`src/rtl/alu_pkg.sv`:
```
// Shared decode constants and the registered ALU control bundle.
package alu_pkg;
  localparam int DATA_W = 32;

  localparam logic [6:0] OPC_OP     = 7'b0110011;
  localparam logic [6:0] OPC_OP_IMM = 7'b0010011;

  localparam logic [2:0] F3_ADD  = 3'b000;
  localparam logic [2:0] F3_SLL  = 3'b001;
  localparam logic [2:0] F3_SLT  = 3'b010;
  localparam logic [2:0] F3_SLTU = 3'b011;
  localparam logic [2:0] F3_XOR  = 3'b100;
  localparam logic [2:0] F3_SR   = 3'b101;
  localparam logic [2:0] F3_OR   = 3'b110;
  localparam logic [2:0] F3_AND  = 3'b111;

  localparam logic [6:0] F7_BASE = 7'b0000000;
  localparam logic [6:0] F7_ALT  = 7'b0100000;

  typedef struct packed {
    logic [DATA_W-1:0] in0;
    logic [DATA_W-1:0] in1;
    logic [2:0]        func3;
    logic              sub;
    logic              alu_en;
    logic [4:0]        rd;
    logic              illegal;
  } alu_bundle_t;

  function automatic logic [DATA_W-1:0] sext12(input logic [11:0] imm);
    return {{(DATA_W-12){imm[11]}}, imm};
  endfunction
endpackage

```
`src/rtl/alu_operand_stage_if.sv`:
```
// Issue-side and ALU-side signals of the operand stage; slave is the stage itself.
interface alu_operand_stage_if;
  logic        FLUSH;
  logic        IN_VALID;
  logic        IN_READY;
  logic [31:0] INSTR;
  logic [4:0]  RS1_ADDR;
  logic [4:0]  RS2_ADDR;
  logic [31:0] RS1_DATA;
  logic [31:0] RS2_DATA;
  logic [31:0] ALU_RESULT;
  logic        OUT_VALID;
  logic        OUT_READY;
  logic [31:0] IN0;
  logic [31:0] IN1;
  logic [2:0]  FUNC3;
  logic        SUB;
  logic        ALU_EN;
  logic [4:0]  RD;
  logic        ILLEGAL;

  modport master (
    output FLUSH, IN_VALID, INSTR, RS1_DATA, RS2_DATA, ALU_RESULT, OUT_READY,
    input  IN_READY, RS1_ADDR, RS2_ADDR, OUT_VALID, IN0, IN1, FUNC3, SUB, ALU_EN, RD, ILLEGAL
  );

  modport slave (
    input  FLUSH, IN_VALID, INSTR, RS1_DATA, RS2_DATA, ALU_RESULT, OUT_READY,
    output IN_READY, RS1_ADDR, RS2_ADDR, OUT_VALID, IN0, IN1, FUNC3, SUB, ALU_EN, RD, ILLEGAL
  );
endinterface

```
`src/rtl/alu_decode.sv`:
```
// Combinational RV32I OP/OP-IMM decode of one instruction plus its (already bypassed) operands.
// Zero latency; no handshake of its own.
module alu_decode
  import alu_pkg::*;
(
  input  logic [31:0] i_instr,
  input  logic [31:0] i_rs1_dat,
  input  logic [31:0] i_rs2_dat,
  output logic [4:0]  o_rs1_addr,
  output logic [4:0]  o_rs2_addr,
  output alu_bundle_t o_bundle
);
  logic [6:0] w_opc;
  logic [2:0] w_f3;
  logic [6:0] w_f7;
  logic       w_alt_ok;
  logic       w_legal;

  // Kept as plain assigns so the address-to-bypass path is not a false comb loop.
  assign o_rs1_addr = i_instr[19:15];
  assign o_rs2_addr = i_instr[24:20];
  assign w_opc      = i_instr[6:0];
  assign w_f3       = i_instr[14:12];
  assign w_f7       = i_instr[31:25];

  always_comb begin
    w_alt_ok = 1'b0;
    case (w_f3)
      F3_ADD, F3_SR:                               w_alt_ok = 1'b1;
      F3_SLL, F3_SLT, F3_SLTU, F3_XOR, F3_OR, F3_AND: w_alt_ok = 1'b0;
      default:                                     w_alt_ok = 1'b0;
    endcase
  end

  always_comb begin
    w_legal  = 1'b0;
    o_bundle = '{in0: i_rs1_dat, in1: i_rs2_dat, func3: w_f3, sub: 1'b0,
                 alu_en: 1'b0, rd: i_instr[11:7], illegal: 1'b0};
    if (w_opc == OPC_OP) begin
      w_legal          = (w_f7 == F7_BASE) || ((w_f7 == F7_ALT) && w_alt_ok);
      o_bundle.sub     = w_alt_ok & i_instr[30];
      o_bundle.alu_en  = w_legal;
      o_bundle.illegal = !w_legal;
    end else if (w_opc == OPC_OP_IMM) begin
      case (w_f3)
        F3_SLL:  w_legal = (w_f7 == F7_BASE);
        F3_SR:   w_legal = (w_f7 == F7_BASE) || (w_f7 == F7_ALT);
        default: w_legal = 1'b1;
      endcase
      o_bundle.in1     = sext12(i_instr[31:20]);
      o_bundle.sub     = (w_f3 == F3_SR) & i_instr[30];
      o_bundle.alu_en  = w_legal;
      o_bundle.illegal = !w_legal;
    end
  end
endmodule

```
`src/rtl/alu_operand_stage.sv`:
```
// Decode/issue stage in front of the ALU: bypass, decode, register; 1-cycle latency.
// One-entry skid keeps IN_READY registered (= skid empty); outputs hold while stalled.
module alu_operand_stage
  import alu_pkg::*;
#(
  parameter int XLEN = 32
) (
  input  logic                CLK,
  input  logic                RST_N,
  alu_operand_stage_if.slave  bus
);
  alu_bundle_t     r_out;
  alu_bundle_t     r_skid;
  logic            r_out_vld;
  logic            r_skid_vld;
  alu_bundle_t     w_dec;
  logic [4:0]      w_rs1_addr;
  logic [4:0]      w_rs2_addr;
  logic [XLEN-1:0] w_rs1_op;
  logic [XLEN-1:0] w_rs2_op;
  logic            w_fwd_ok;
  logic            w_accept;
  logic            w_handoff;

  // The held bundle is always the immediately preceding instruction at accept time.
  assign w_fwd_ok  = r_out_vld && r_out.alu_en && (r_out.rd != 5'd0);
  assign w_rs1_op  = (w_fwd_ok && (r_out.rd == w_rs1_addr)) ? bus.ALU_RESULT : bus.RS1_DATA;
  assign w_rs2_op  = (w_fwd_ok && (r_out.rd == w_rs2_addr)) ? bus.ALU_RESULT : bus.RS2_DATA;
  assign w_accept  = bus.IN_VALID && !r_skid_vld;
  assign w_handoff = r_out_vld && bus.OUT_READY;

  alu_decode u_decode (
    .i_instr    (bus.INSTR),
    .i_rs1_dat  (w_rs1_op),
    .i_rs2_dat  (w_rs2_op),
    .o_rs1_addr (w_rs1_addr),
    .o_rs2_addr (w_rs2_addr),
    .o_bundle   (w_dec)
  );

  always_ff @(posedge CLK or negedge RST_N) begin
    if (!RST_N) begin
      r_out      <= '0;
      r_skid     <= '0;
      r_out_vld  <= 1'b0;
      r_skid_vld <= 1'b0;
    end else if (bus.FLUSH) begin
      r_out_vld  <= 1'b0;
      r_skid_vld <= 1'b0;
    end else if (!r_out_vld || w_handoff) begin
      if (r_skid_vld) begin
        r_out      <= r_skid;
        r_out_vld  <= 1'b1;
        r_skid_vld <= 1'b0;
      end else begin
        r_out_vld <= w_accept;
        if (w_accept) r_out <= w_dec;
      end
    end else if (w_accept) begin
      r_skid     <= w_dec;
      r_skid_vld <= 1'b1;
    end
  end

  assign bus.RS1_ADDR  = w_rs1_addr;
  assign bus.RS2_ADDR  = w_rs2_addr;
  assign bus.IN_READY  = !r_skid_vld;
  assign bus.OUT_VALID = r_out_vld;
  assign bus.IN0       = r_out.in0;
  assign bus.IN1       = r_out.in1;
  assign bus.FUNC3     = r_out.func3;
  assign bus.SUB       = r_out.sub;
  assign bus.ALU_EN    = r_out.alu_en;
  assign bus.RD        = r_out.rd;
  assign bus.ILLEGAL   = r_out.illegal;
endmodule

```
`src/flat_wrapper.sv`:
```
// flat-port wrapper written by rule: the top's interface ports become plain ports
module alu_operand_stage_flat import alu_pkg::*;
#(
  parameter int XLEN = 32
)
  (CLK, RST_N, bus_FLUSH, bus_IN_VALID, bus_INSTR, bus_RS1_DATA, bus_RS2_DATA, bus_ALU_RESULT, bus_OUT_READY, bus_IN_READY, bus_RS1_ADDR, bus_RS2_ADDR, bus_OUT_VALID, bus_IN0, bus_IN1, bus_FUNC3, bus_SUB, bus_ALU_EN, bus_RD, bus_ILLEGAL);
  alu_operand_stage_if bus_i ();
  input  logic CLK;
  input  logic RST_N;
  input wire logic [$bits(bus_i.FLUSH)-1:0] bus_FLUSH;
  input wire logic [$bits(bus_i.IN_VALID)-1:0] bus_IN_VALID;
  input wire logic [$bits(bus_i.INSTR)-1:0] bus_INSTR;
  input wire logic [$bits(bus_i.RS1_DATA)-1:0] bus_RS1_DATA;
  input wire logic [$bits(bus_i.RS2_DATA)-1:0] bus_RS2_DATA;
  input wire logic [$bits(bus_i.ALU_RESULT)-1:0] bus_ALU_RESULT;
  input wire logic [$bits(bus_i.OUT_READY)-1:0] bus_OUT_READY;
  output wire logic [$bits(bus_i.IN_READY)-1:0] bus_IN_READY;
  output wire logic [$bits(bus_i.RS1_ADDR)-1:0] bus_RS1_ADDR;
  output wire logic [$bits(bus_i.RS2_ADDR)-1:0] bus_RS2_ADDR;
  output wire logic [$bits(bus_i.OUT_VALID)-1:0] bus_OUT_VALID;
  output wire logic [$bits(bus_i.IN0)-1:0] bus_IN0;
  output wire logic [$bits(bus_i.IN1)-1:0] bus_IN1;
  output wire logic [$bits(bus_i.FUNC3)-1:0] bus_FUNC3;
  output wire logic [$bits(bus_i.SUB)-1:0] bus_SUB;
  output wire logic [$bits(bus_i.ALU_EN)-1:0] bus_ALU_EN;
  output wire logic [$bits(bus_i.RD)-1:0] bus_RD;
  output wire logic [$bits(bus_i.ILLEGAL)-1:0] bus_ILLEGAL;
  assign bus_i.FLUSH = bus_FLUSH;
  assign bus_i.IN_VALID = bus_IN_VALID;
  assign bus_i.INSTR = bus_INSTR;
  assign bus_i.RS1_DATA = bus_RS1_DATA;
  assign bus_i.RS2_DATA = bus_RS2_DATA;
  assign bus_i.ALU_RESULT = bus_ALU_RESULT;
  assign bus_i.OUT_READY = bus_OUT_READY;
  assign bus_IN_READY = bus_i.IN_READY;
  assign bus_RS1_ADDR = bus_i.RS1_ADDR;
  assign bus_RS2_ADDR = bus_i.RS2_ADDR;
  assign bus_OUT_VALID = bus_i.OUT_VALID;
  assign bus_IN0 = bus_i.IN0;
  assign bus_IN1 = bus_i.IN1;
  assign bus_FUNC3 = bus_i.FUNC3;
  assign bus_SUB = bus_i.SUB;
  assign bus_ALU_EN = bus_i.ALU_EN;
  assign bus_RD = bus_i.RD;
  assign bus_ILLEGAL = bus_i.ILLEGAL;
  alu_operand_stage #(.XLEN(XLEN)) u_core (.CLK(CLK), .RST_N(RST_N), .bus(bus_i));
endmodule
```
`config.mk`:
```
export PLATFORM = sky130hd
export DESIGN_NAME = alu_operand_stage_flat
export DESIGN_NICKNAME = d
export VERILOG_FILES = /design/src/rtl/alu_pkg.sv /design/src/rtl/alu_operand_stage_if.sv /design/src/rtl/alu_decode.sv /design/src/rtl/alu_operand_stage.sv /design/src/flat_wrapper.sv
export SDC_FILE = /design/constraint.sdc
export NUM_CORES = 1
export LEC_CHECK = 0
export BUFFER_PORTS_ARGS = -buffer_cell sky130_fd_sc_hd__buf_4
export CORE_UTILIZATION = 35
export CTS_CLUSTER_SIZE = 30
export DETAILED_ROUTE_END_ITERATION = 7
export GPL_ROUTABILITY_DRIVEN = 1
export PLACE_DENSITY = 0.6
export SLEW_MARGIN = 40
export SYNTH_ARGS = -nofsm -noshare
export SYNTH_HDL_FRONTEND = slang
export SYNTH_SLANG_ARGS = --single-unit
```
`constraint.sdc`:
```
create_clock -name CLK -period 4.35 [get_ports CLK]
set_input_delay 0.87 -clock CLK [delete_from_list [all_inputs] [get_ports CLK]]
set_output_delay 0.87 -clock CLK [all_outputs]
set_load 0.01 [all_outputs]
```
# [Word level (Yosys, flattened, before mapping)]
# Memories as Yosys holds them, arrays and structs flattened.
# Cells that the tools add are included.
[word_totals] word_cells=68 output_inout_bits=87 reg_bits=152 rom_bits=8 memories=1 input_bits=133
[classes] n_mux=19 reduce_logical=21 bitwise=4 eq_ne=7
[memory_table] memory="(name not given)" words=8 word_bits=1 read_ports=1 rd_ports_with_merged_regs=0 write_ports=0 line_no="alu_decode.sv:28" rtl="case (w_f3)"
[ops] cell="75-bit 2-to-1 mux" n=2
[ops] cell="32-bit 2-to-1 mux" n=4
[ops] cell="7-bit by 6-bit == test with 1-bit output, second input constant" n=2
[ops] cell="5-bit == test" n=2
[ops] cell="1-bit 2-to-1 mux" n=10
[ops] cell="7-bit by 5-bit == test with 1-bit output, second input constant" n=1
[ops] cell="1-bit logical AND" n=7
[ops] cell="7-bit logical NOT" n=1
[ops] cell="3-bit AND reduction" n=2
[ops] cell="5-bit nonzero test" n=1
[ops] cell="1-bit logical NOT" n=4
[ops] cell="2-bit 2-to-1 mux" n=2
[ops] cell="2-bit nonzero test" n=2
[ops] cell="3-bit by 1-bit == test with 1-bit output, second input constant" n=1
[ops] cell="3-bit == test, second input constant" n=1
[ops] cell="1-bit logical OR" n=3
[ops] cell="3-bit nonzero test" n=1
[ops] cell="1-bit AND" n=2
[ops] cell="1-bit NOT" n=2
[ops] cell="1-bit case mux with 2 select lines" n=1

# [Logic depth before layout (Yosys ltp)]
[logic_depth] ltp_word=10 depth_mapped=7 mapped_depth_nobuf=5

# [Hierarchy]
# From an unflattened synthesis, not the netlist that was laid out.
[hier_totals] cells_unflattened=686 area_unflattened_um2=8290.5
[modules_own_cells] module="alu_operand_stage" area_each_um2=7427.1 instances=1 seq_area_each_um2=3803.6 cells_per_inst=580
[modules_own_cells] module="alu_decode" area_each_um2=863.3 instances=1 seq_area_each_um2=0.0 cells_per_inst=106

# [Worst setup path after synthesis]
# Ideal clock, no wire load.
[synth_timing] path_kind="input port to flip-flop" from="input port bus_FLUSH" to="register u_core.r_out (netlist bit u_core.bus.IN1[10])" setup_time_ps=132 arrival_ps=2083 path_slack_ps=2135 cell_stages=7 required_time_ps=4218 cell_sequence="buf_2 > or3_1 > clkbuf_1 > buf_6 > buf_6 > a221oi_2 > o21ai_1"
[synth_between] elab_chain_cells=2
[synth_lines] item="start, declared" line_no="flat_wrapper.sv:10" rtl="input wire logic [$bits(bus_i.FLUSH)-1:0] bus_FLUSH;"
[synth_lines] item="1-bit NOT (no source line)"
[synth_lines] item="3-bit AND reduction (no source line)"
[synth_lines] item="end signal, assigned" line_no="alu_operand_stage.sv:52" rtl="r_out <= r_skid;"
[synth_lines] item="end signal, assigned" line_no="alu_operand_stage.sv:57" rtl="if (w_accept) r_out <= w_dec;"
[synth_lines] item="end, declared" line_no="alu_operand_stage.sv:12" rtl="alu_bundle_t r_out;"
# No other way between the ends.
# A chain may end at the register's enable or synchronous reset.

# [Worst setup path in the final report]
[layout_timing] from="register u_core.r_skid_vld" to="register u_core.r_skid[28] (netlist name)"
[layout_between] elab_chain_cells=3
[layout_lines] item="start, declared" line_no="alu_operand_stage.sv:15" rtl="logic r_skid_vld;"
[layout_lines] item="start signal, assigned" line_no="alu_operand_stage.sv:46" rtl="r_skid_vld <= 1'b0;"
[layout_lines] item="start signal, assigned" line_no="alu_operand_stage.sv:49" rtl="r_skid_vld <= 1'b0;"
[layout_lines] item="start signal, assigned" line_no="alu_operand_stage.sv:54" rtl="r_skid_vld <= 1'b0;"
[layout_lines] item="1-bit logical NOT" line_no="alu_operand_stage.sv:29" rtl="assign w_accept = bus.IN_VALID && !r_skid_vld;"
[layout_lines] item="1-bit logical AND" line_no="alu_operand_stage.sv:29"
[layout_lines] item="3-bit AND reduction (no source line)"
[layout_lines] item="end signal, assigned" line_no="alu_operand_stage.sv:60" rtl="r_skid <= w_dec;"
[layout_lines] item="end, declared" line_no="alu_operand_stage.sv:13" rtl="alu_bundle_t r_skid;"
# No other way between the ends.

==> metrics.txt <==
status completed; synth unique cells 42; nets 1080; first-pass GRT wire length 38300 um; commonest non-fill, non-tap cell in the layout buf_4; Area Growth Syn to Fin 30.8%; vias in the first global route 6860; Post-Syn Nets 906; Required @ worst endpoint 4.69 ns; final setup violation count 0; commonest non-fill, non-tap cells in the layout buf_4, dfrtp_1, nand2_1; Final Hold Viols 0; share of layout cells above drive strength 1 30.6%; DR vias 6788; DR iter-0 viols 523; GRT Total Usage 22.3%; register area share after synthesis 49.4%; total die area 22600 sq um; total grt overflow 0; clock sink total 152; CTS tree done; largest net degree at the start of global routing 96; CTS root buffer clkbuf_16; Synth Warn # 0; peak supply drop 0.223 mV; Synth top area share 49.4%; setup TNS 0 ns; Worst-Margin Slew 0.832 ns; port bufs 219; Cell Chain, Critical Path nand2b_1 > or3_4 > buf_4 > a221oi_1 > a22oi_1; synthesized cell area 7690 sq um; clock-pin slew of the registers on the worst-case setup and hold paths 0.07 ns; row count 53; initial antenna violation count 0; cts repair resizes 0; Peak Freq 353 MHz; CTS Buf Count 17; max_slew headroom 44.3%; die height 150 um; crit path capture type register; H-tree depth 4; Initial Utilization 36.1%; Clock Skews 0.0108 ns; Worst Reg-to-Reg Cells 5; flops & latches, synth 152; startpoint types register; Die W 150 um; placer's final routability congestion estimate 0.786; # diodes 0; drc violations 0; leading area contributor after synthesis dfrtp_1; Slowest Stage Delay on Critical Path 0.80 ns; setup bufs post-CTS 0; Cells after Synth 773; first-pass detailed-route iteration total 5; Ports 220; MaxCap Viol Count 0; Filler cells 2049; Syn Area/Cell 9.95 sq um; Vias/cell 5.50; Crit Path Class reg -> reg; most area-consuming cells after synthesis dfrtp_1, a22oi_1, mux2i_1; Pwr Total 4080 uW; CTS max path bufs 2; PD cells 406 nW/um^2; Post-Route WL 24400 um; Final min period 2.83 ns; Final Max Tran Viols 0; crit-path max FO 74; HPWL after DPL 16400 um; drt wl/cell 19.8 um; RSZ-0062 raised after global routing false; worst skew pair latency 0.43 ns; Tcrit/Tclk final 65.0%; Pleak 0.00454 uW; slowest CP cell dfrtp_2; hold crit path type in -> async; Critical Path AT 3.17 ns; core area 21300 sq um; antenna viol nets, final 0; CTS Hold Bufs 0
-- path summary, 6_finish.rpt --
| path | start | to | slack [ns] |
|---|---|---|---|
| worst max-delay path | u_core.r_skid_vld | u_core.r_skid[28] | 1.52 |
| worst min-delay path | RST_N | u_core.r_skid[66] | 0.44 |
| worst max register to register | u_core.r_skid_vld | u_core.r_skid[28] | 1.52 |
| worst min register to register | u_core.r_skid[4] | u_core.r_skid[4] | 0.48 |
| max in group asynchronous | RST_N | u_core.r_skid_vld | 3.12 |
| min in group CLK | u_core.r_skid[4] | u_core.r_skid[4] | 0.48 |
-- synth_stat cells (all sizes together) --
master,number
a21oi,41
o2bb2ai,19
inv,2
o21ai,70
o22ai,32
nor3,7
a22oi,70
or3,4
nand4b,1
a221oi,49
nand3,2
xor2,9
a31oi,1
nand3b,1
nor2b,1
mux2i,51
dfrtp,152
and4,3
nor4,3
nand2b,3
a21o,1
buf,41
nor3b,1
nor2,42
xnor2,2
and3,12
o21bai,1
clkbuf,40
a211oi,2
nand2,107
nor4b,1
o31ai,1
a22o,1
-- critical path, delay by kind of cell, from the launching register on --
family	cells	cell delay, ns
AO/OA/AOI/OAI	2	0.34
buffers and inverters	1	0.63
flip-flops	1	0.80
AND/OR/NAND/NOR	2	0.89
-- area by class of cell --
type / count / area [sq um] / area share, %
clock buffers: 18 / 429 / 4.27
well taps: 275 / 344 / 3.42
inverters: 2 / 7.51 / 0.0746
multi-input cells: 538 / 3490 / 34.7
flip-flops and latches: 152 / 3800 / 37.8
clock inverters: 13 / 169 / 1.68
repair buffers: 236 / 1820 / 18.1
-- routing by layer --
layer | global-route usage [%] | up-vias | part of all wire (%)
met1 | 30.4 | 3313 | 45
met2 | 36.4 | 208 | 49
met5 | 0 | - | 0
li1 | - | 3245 | -
met3 | 3.58 | 22 | 5.2
met4 | 7.02 | 0 | 1.4
-- power by group --
group	leakage, uW	internal [uW]	switching (uW)
registers	0.00191	1630	144
clock network	0.000280	906	621
logic	0.00235	393	387
-- registers in the layout, indices dropped and copies added, names as in the netlist, 3 cells and up --
| name | flops |
|---|---|
| u_core.r_skid | 75 |
| u_core.bus.FUNC3 | 3 |
| u_core.bus.RD | 5 |
| u_core.bus.IN0 | 32 |
| u_core.bus.IN1 | 32 |
-- per-stage QoR --
| step | setup WS [ns] | hold slack, ns | util, % | cell area, sq um | instances |
|---|---|---|---|---|---|
| finish | 1.52 | 0.443 | 47.3 | 10100 | 1234 |
| global route | 1.30 | 0.507 | 47.3 | 10100 | 1234 |
| CTS | 1.54 | 0.481 | 47.3 | 10100 | 1234 |
| detailed placement | 1.24 | 0.466 | 44.4 | 9460 | 1203 |
| global placement | 1.30 | 0.457 | 44.2 | 9410 | 1201 |
| floorplan | 2.13 | 0.445 | - | 7690 | 773 |
-- logic make-up (layout without fill, tap and decap cells) --
family | after synthesis | count (layout) | share of synthesized area, %
xor gates and xnor gates | 11 | 11 | 1.25
and+or+nand+nor | 188 | 188 | 10.8
DFF | 152 | 152 | 49.4
muxes | 51 | 51 | 6.64
AOI/OAI and AO/OA | 288 | 288 | 26.1
buffers and inverters | 83 | 269 | 5.74
(Power assumes the default switching activity.)
